[src/rtl/change_dispense_ctrl.sv]
// change_dispense_ctrl
// Pays out change one coin at a time through a shared eject mechanism.
// It always pays the largest coin it can: 10, then 5, then 1.
// Three tube counters track the coins on hand. Coins routed in from the
// acceptor refill the tubes. Any amount that could not be paid is
// reported in done_short.
// Optional build macro CHANGE_DISPENSE_ACK_TIMEOUT_EN: gives up on an
// eject that is not acknowledged within ACK_TIMEOUT cycles and raises a
// sticky fault flag.
module change_dispense_ctrl #(
  parameter int AMT_W       = 6,
  parameter int CNT_W       = 5,
  parameter int TUBE10_INIT = 8,
  parameter int TUBE5_INIT  = 8,
  parameter int TUBE1_INIT  = 10,
  parameter int ACK_TIMEOUT = 15
) (
  input  logic             clk,
  input  logic             rst_n,
  input  logic             req_valid,
  input  logic [AMT_W-1:0] req_amount,
  output logic             req_ready,
  input  logic             coin_in_valid,
  input  logic [1:0]       coin_in_type,
  output logic             eject_valid,
  output logic [1:0]       eject_type,
  input  logic             eject_ack,
  output logic             done,
  output logic [AMT_W-1:0] done_short,
  output logic             busy,
  output logic [CNT_W-1:0] cnt_10,
  output logic [CNT_W-1:0] cnt_5,
  output logic [CNT_W-1:0] cnt_1,
  output logic             exact_change_only,
  output logic             fault
);

  typedef enum logic [1:0] {S_IDLE, S_SELECT, S_EJECT, S_DONE} state_e;

  localparam logic [1:0]       COIN_NONE = 2'b00;
  localparam logic [1:0]       COIN_1    = 2'b01;
  localparam logic [1:0]       COIN_5    = 2'b10;
  localparam logic [1:0]       COIN_10   = 2'b11;
  localparam logic [CNT_W-1:0] CNT_MAX   = '1;
  localparam logic [AMT_W-1:0] VAL_1     = AMT_W'(1);
  localparam logic [AMT_W-1:0] VAL_5     = AMT_W'(5);
  localparam logic [AMT_W-1:0] VAL_10    = AMT_W'(10);

  // Monetary value of a coin code.
  function automatic logic [AMT_W-1:0] coin_value(input logic [1:0] t);
    case (t)
      COIN_10: return VAL_10;
      COIN_5:  return VAL_5;
      COIN_1:  return VAL_1;
      default: return '0;
    endcase
  endfunction

  // Tube update. An insert and an eject on the same tube in the same cycle
  // cancel out, so saturation and underflow only apply to a lone event.
  function automatic logic [CNT_W-1:0] tube_next(input logic [CNT_W-1:0] cnt,
                                                 input logic inc, input logic dec);
    if (inc && !dec) return (cnt == CNT_MAX) ? cnt : cnt + CNT_W'(1);
    if (dec && !inc) return (cnt == '0) ? cnt : cnt - CNT_W'(1);
    return cnt;
  endfunction

  state_e           state_q, state_d;
  logic [AMT_W-1:0] rem_q, rem_d;
  logic             eject_valid_q, eject_valid_d;
  logic [1:0]       eject_type_q, eject_type_d;
  logic [AMT_W-1:0] done_short_q, done_short_d;
  logic [CNT_W-1:0] cnt_10_q, cnt_5_q, cnt_1_q;
  logic [1:0]       dec_type;
  logic             elig_10, elig_5, elig_1;

`ifdef CHANGE_DISPENSE_ACK_TIMEOUT_EN
  localparam int               TMO_W    = $clog2(ACK_TIMEOUT + 1);
  localparam logic [TMO_W-1:0] TMO_LAST = TMO_W'(ACK_TIMEOUT - 1);
  logic [TMO_W-1:0] tmo_q, tmo_d;
  logic             fault_q, fault_d;
`endif

  // A coin is eligible when it fits in the remainder and its tube is not empty.
  assign elig_10 = (rem_q >= VAL_10) && (cnt_10_q != '0);
  assign elig_5  = (rem_q >= VAL_5)  && (cnt_5_q  != '0);
  assign elig_1  = (rem_q >= VAL_1)  && (cnt_1_q  != '0);

  // Next-state, remainder and eject request logic.
  always_comb begin
    // NOTE: every signal gets a default first so that no path through the
    // case statement leaves a signal unassigned and infers a latch.
    state_d       = state_q;
    rem_d         = rem_q;
    eject_valid_d = eject_valid_q;
    eject_type_d  = eject_type_q;
    done_short_d  = done_short_q;
    dec_type      = COIN_NONE;
`ifdef CHANGE_DISPENSE_ACK_TIMEOUT_EN
    tmo_d         = tmo_q;
    fault_d       = fault_q;
`endif
    case (state_q)
      S_IDLE: begin
        if (req_valid) begin
          rem_d   = req_amount;
          state_d = S_SELECT;
        end
      end
      S_SELECT: begin
`ifdef CHANGE_DISPENSE_ACK_TIMEOUT_EN
        tmo_d = '0;
`endif
        if (elig_10 || elig_5 || elig_1) begin
          eject_valid_d = 1'b1;
          eject_type_d  = elig_10 ? COIN_10 : (elig_5 ? COIN_5 : COIN_1);
          state_d       = S_EJECT;
        end else begin
          done_short_d = rem_q;
          state_d      = S_DONE;
        end
      end
      S_EJECT: begin
        if (eject_ack) begin
          eject_valid_d = 1'b0;
          dec_type      = eject_type_q;
          rem_d         = rem_q - coin_value(eject_type_q);
          state_d       = S_SELECT;
        end
`ifdef CHANGE_DISPENSE_ACK_TIMEOUT_EN
        else if (tmo_q == TMO_LAST) begin
          // The mechanism never answered: abandon the coin and report the
          // whole remainder as unpaid.
          eject_valid_d = 1'b0;
          fault_d       = 1'b1;
          done_short_d  = rem_q;
          state_d       = S_DONE;
        end else begin
          tmo_d = tmo_q + TMO_W'(1);
        end
`endif
      end
      default: state_d = S_IDLE;  // S_DONE lasts exactly one cycle
    endcase
  end

  // State, datapath and tube registers.
  always_ff @(posedge clk or negedge rst_n) begin
    if (!rst_n) begin
      state_q       <= S_IDLE;
      rem_q         <= '0;
      eject_valid_q <= 1'b0;
      eject_type_q  <= COIN_NONE;
      done_short_q  <= '0;
      cnt_10_q      <= CNT_W'(TUBE10_INIT);
      cnt_5_q       <= CNT_W'(TUBE5_INIT);
      cnt_1_q       <= CNT_W'(TUBE1_INIT);
    end else begin
      // NOTE: non-blocking assignments make every register take its new value
      // at the same instant, so register order within this block does not matter.
      state_q       <= state_d;
      rem_q         <= rem_d;
      eject_valid_q <= eject_valid_d;
      eject_type_q  <= eject_type_d;
      done_short_q  <= done_short_d;
      cnt_10_q      <= tube_next(cnt_10_q, coin_in_valid && (coin_in_type == COIN_10),
                                 dec_type == COIN_10);
      cnt_5_q       <= tube_next(cnt_5_q, coin_in_valid && (coin_in_type == COIN_5),
                                 dec_type == COIN_5);
      cnt_1_q       <= tube_next(cnt_1_q, coin_in_valid && (coin_in_type == COIN_1),
                                 dec_type == COIN_1);
    end
  end

`ifdef CHANGE_DISPENSE_ACK_TIMEOUT_EN
  // Ack-wait counter and sticky fault flag.
  always_ff @(posedge clk or negedge rst_n) begin
    if (!rst_n) begin
      tmo_q   <= '0;
      fault_q <= 1'b0;
    end else begin
      tmo_q   <= tmo_d;
      fault_q <= fault_d;
    end
  end
  assign fault = fault_q;
`else
  assign fault = 1'b0;
`endif

  assign req_ready         = (state_q == S_IDLE);
  assign busy              = (state_q != S_IDLE);
  assign done              = (state_q == S_DONE);
  assign done_short        = done_short_q;
  assign eject_valid       = eject_valid_q;
  assign eject_type        = eject_type_q;
  assign cnt_10            = cnt_10_q;
  assign cnt_5             = cnt_5_q;
  assign cnt_1             = cnt_1_q;
  assign exact_change_only = (cnt_1_q < CNT_W'(4)) || (cnt_5_q == '0);

endmodule

[config.mk]
export PLATFORM = sky130hd
export DESIGN_NAME = change_dispense_ctrl
export DESIGN_NICKNAME = d
export VERILOG_FILES = /design/src/rtl/change_dispense_ctrl.sv
export SDC_FILE = /design/constraint.sdc
export NUM_CORES = 1
export LEC_CHECK = 0
export BUFFER_PORTS_ARGS = -buffer_cell sky130_fd_sc_hd__buf_2
export CORE_ASPECT_RATIO = 1.1
export CORE_MARGIN = 5
export CORE_UTILIZATION = 36
export DETAILED_ROUTE_END_ITERATION = 16
export GPL_TIMING_DRIVEN = 0
export PLACE_DENSITY_LB_ADDON = 0.15
export SYNTH_ARGS = -nofsm -noshare
export SYNTH_HDL_FRONTEND = slang
export SYNTH_SLANG_ARGS = --single-unit
[constraint.sdc]
create_clock -name clk -period 5.9 [get_ports clk]
set_input_delay 0.59 -clock clk [delete_from_list [all_inputs] [get_ports clk]]
set_output_delay 0.59 -clock clk [all_outputs]
set_load 0.01 [all_outputs]
==> out/qor.csv <==
metric,value,unit
max_freq,369,MHz
fillers,602,
clk_pin_slew,0.08,ns
overflow,0,
grt_setup_unrepaired,false,
crit_required,6.07,ns
antenna_cells,0,
worst_pin_slew,0.737,ns
area_growth,18.6,%
start_util,37.1,%
post_cts_buffers,0,
top_layer_used,met4,
regToRegStartpoint,state_q[1]$_DFFE_PN0P_,
io_pins,42,
ys_types,52,
ant_nets,0,
wirelength,5040,um
htree_levels,2,
power_per_cell_area,522,nW/um^2
syn_area_per_cell,9.19,um^2
finalSetupViolCount,0,
core_area,6190,um^2
grt_use_total,13.5,%
antenna_found_initial,0,
vias,1930,
synth_edf_count,0,
cts_hold_buffers,0,
wl_met1,2320,um
start_kind,register,
finalWeightedCongestion,0.816,
via_per_inst,5.11,
ctsResizeCount,0,
ctsRootBufferMaster,clkbuf_8,
wl_met3,226,um
wl_per_cell,13.3,um
fin_skew,0.00731,ns
arrival,2.88,ns
r2r_cells,12,
timing_hold_violations_final,0,
synth.largest_area_cell,dfrtp_1,
synthCells,250,
route.detailed.drc,0,
path_class,register to register,
maxCapViolations,0,
syn-cell-area,2300,um^2
detailed_place_hpwl,3840,um
synth_warnings,0,
syn_nets,285,
hold_ws,0.358,ns
fin_ws,3.19,ns
die_h,93.8,um
post-place-ws,3.20,ns
firstDrtPassIters,4,
io_buffers,40,
synth_area_leaders,"dfrtp_1 (30%), ha_1 (11%), dfstp_2 (4.6%)",
grt_max_degree,33,
grt_pass1_wl,8700,um
r2r_setup_slack,3.19,ns
critPathCaptureType,register,
dr.first_iter.drc_count,42,
ctsLongestPathBuffers,2,
slew_headroom,50.9,%
yosysSeqAreaShare,35.1,%
cts_tree,done,
synthArstFlopShare,100,%
worstReg2RegEnd,cnt_10[4]$_DFFE_PN0P_,
drv_slew,0,
synth_flop_cell,dfrtp_1,
crit_fanout,10,
numCtsBuffers,5,
status,completed,
rows,30,
cts.sinks,32,
period_share,46.0,%
p_leak,1.35,nW
yosys_register_bits,32,
yosysTopAreaCellShare,30.5,%
finalSetupTns,0,ns
fin_nets,332,
dr_wl_met2,2410,um
drive_above_1_share,25.8,%
min_path_type,input pin to async pin,
grt_pass1_vias,1809,
ir_drop,0.201,mV
die_width,86.2,um
fin_crit,2.71,ns
clock_latency,0.29,ns
die_area,8080,um^2
==> state kept, by name (all words and copies together), names as in the netlist <==
| register | flops |
|---|---|
| cnt_1 | 5 |
| cnt_10 | 5 |
| cnt_5 | 5 |
| done_short | 6 |
| eject_type | 2 |
| eject_valid | 1 |
| rem_q | 6 |
| state_q | 2 |
==> worst max-delay path by stage <==
stage | startpoint | depth (start not counted) | to | slack (ns)
floorplan | state_q[1]$_DFFE_PN0P_ | 12 | cnt_10[3]$_DFFE_PN1P_ | 3.51
global placement | state_q[1]$_DFFE_PN0P_ | 12 | cnt_10[3]$_DFFE_PN1P_ | 3.21
detailed placement | state_q[1]$_DFFE_PN0P_ | 12 | cnt_10[3]$_DFFE_PN1P_ | 3.20
CTS | state_q[1]$_DFFE_PN0P_ | 12 | cnt_10[4]$_DFFE_PN0P_ | 3.15
global route | state_q[1]$_DFFE_PN0P_ | 12 | cnt_10[3]$_DFFE_PN1P_ | 2.96
finish | state_q[1]$_DFFE_PN0P_ | 12 | cnt_10[4]$_DFFE_PN0P_ | 3.19
==> synth_stat cells (all sizes together) (5+ instances only) <==
master  number
nand3       10
or2          5
dfrtp       28
ha          21
a21oi       21
inv         22
mux2i        5
nor2        17
nor2b        6
nand2       18
mux2         6
o21ai       16
nor3         5
nand2b       6
==> where the power goes <==
group | leakage, nW | switching (W) | internal, W | total [W]
combinational | 0.895 | 0.000384 | 0.000338 | 0.000721
clock | 0.0645 | 0.0000873 | 0.000149 | 0.000236
sequential | 0.386 | 0.000141 | 0.000324 | 0.000465
total | 1.35 | 0.000612 | 0.000810 | 0.00142
==> through the flow <==
step	instances	total power, W	utilization (%)	instance area, um^2
final	378	0.00142	44.0	2730
after floorplan	250	0.000974	-	2300
after global placement	370	0.00119	42.0	2600
after CTS	378	0.00144	44.0	2730
after global routing	378	0.00157	44.0	2730
after detailed placement	370	0.00120	42.0	2600
==> placed cells by master, fill, tap and decap left out, types with 2 or more instances in the layout <==
| master | count |
|---|---|
| a2bb2oi_1 | 2 |
| o22a_1 | 2 |
| ha_1 | 21 |
| buf_2 | 42 |
| o21ai_0 | 10 |
| xnor2_1 | 4 |
| o31ai_1 | 3 |
| a22oi_1 | 2 |
| inv_2 | 2 |
| and2_1 | 3 |
| nand2b_1 | 6 |
| nor2b_1 | 6 |
| and3_1 | 4 |
| a31o_2 | 2 |
| o21ai_1 | 6 |
| clkbuf_8 | 7 |
| mux2_4 | 6 |
| a21oi_1 | 20 |
| nand2_1 | 18 |
| dfstp_2 | 4 |
| a22o_1 | 2 |
| mux2i_1 | 5 |
| a211oi_1 | 3 |
| clkbuf_1 | 3 |
| nor2_1 | 16 |
| nand3_1 | 9 |
| nor3_1 | 4 |
| or2_2 | 4 |
| nand4_1 | 2 |
| or4_1 | 2 |
| a21o_1 | 3 |
| o211ai_1 | 2 |
| dfrtp_1 | 28 |
| inv_1 | 20 |
| o22ai_1 | 3 |
| a31oi_1 | 4 |
==> metal layers <==
metal	track usage [%]	vias up
li1	-	983
met1	17.2	913
met2	22.0	26
met3	3.25	8
met4	5.06	0
met5	0	-
==> worst max-delay path, stage by stage, from the launching register on <==
cell	delay (ns)
dfrtp_1	0.32
buf_2	0.20
nor2b_1	0.32
and2_1	0.26
and3_1	0.22
inv_2	0.04
ha_1	0.17
nand2b_1	0.13
clkbuf_1	0.18
nor3b_1	0.33
nand3_1	0.12
o21a_1	0.11
o22a_1	0.19
==> cell type report <==
class | instances | area [um^2] | area share [%]
Timing Repair Buffer | 40 | 200 | 7.35
Tap cell | 80 | 100 | 3.67
Multi-Input combinational cell | 190 | 1380 | 50.7
Sequential cell | 32 | 806 | 29.6
Clock inverter | 1 | 30.0 | 1.10
Clock buffer | 7 | 96.3 | 3.54
Inverter | 22 | 82.6 | 3.03
Buffer | 6 | 28.8 | 1.06
==> cell families (layout without fill, tap and decap cells) <==
family | Yosys count | count (layout) | share of synthesized area, %
adder cells (fa/ha/maj) | 22 | 22 | 12.3
flip-flops | 32 | 32 | 35.1
XOR/XNOR | 4 | 4 | 1.52
multiplexers | 11 | 11 | 6.10
buffers and inverters | 28 | 76 | 4.84
AO/OA/AOI/OAI | 68 | 68 | 18.6
other | 1 | 1 | 0.163
AND/OR/NAND/NOR | 84 | 84 | 21.4
(Power assumes the default switching activity.)
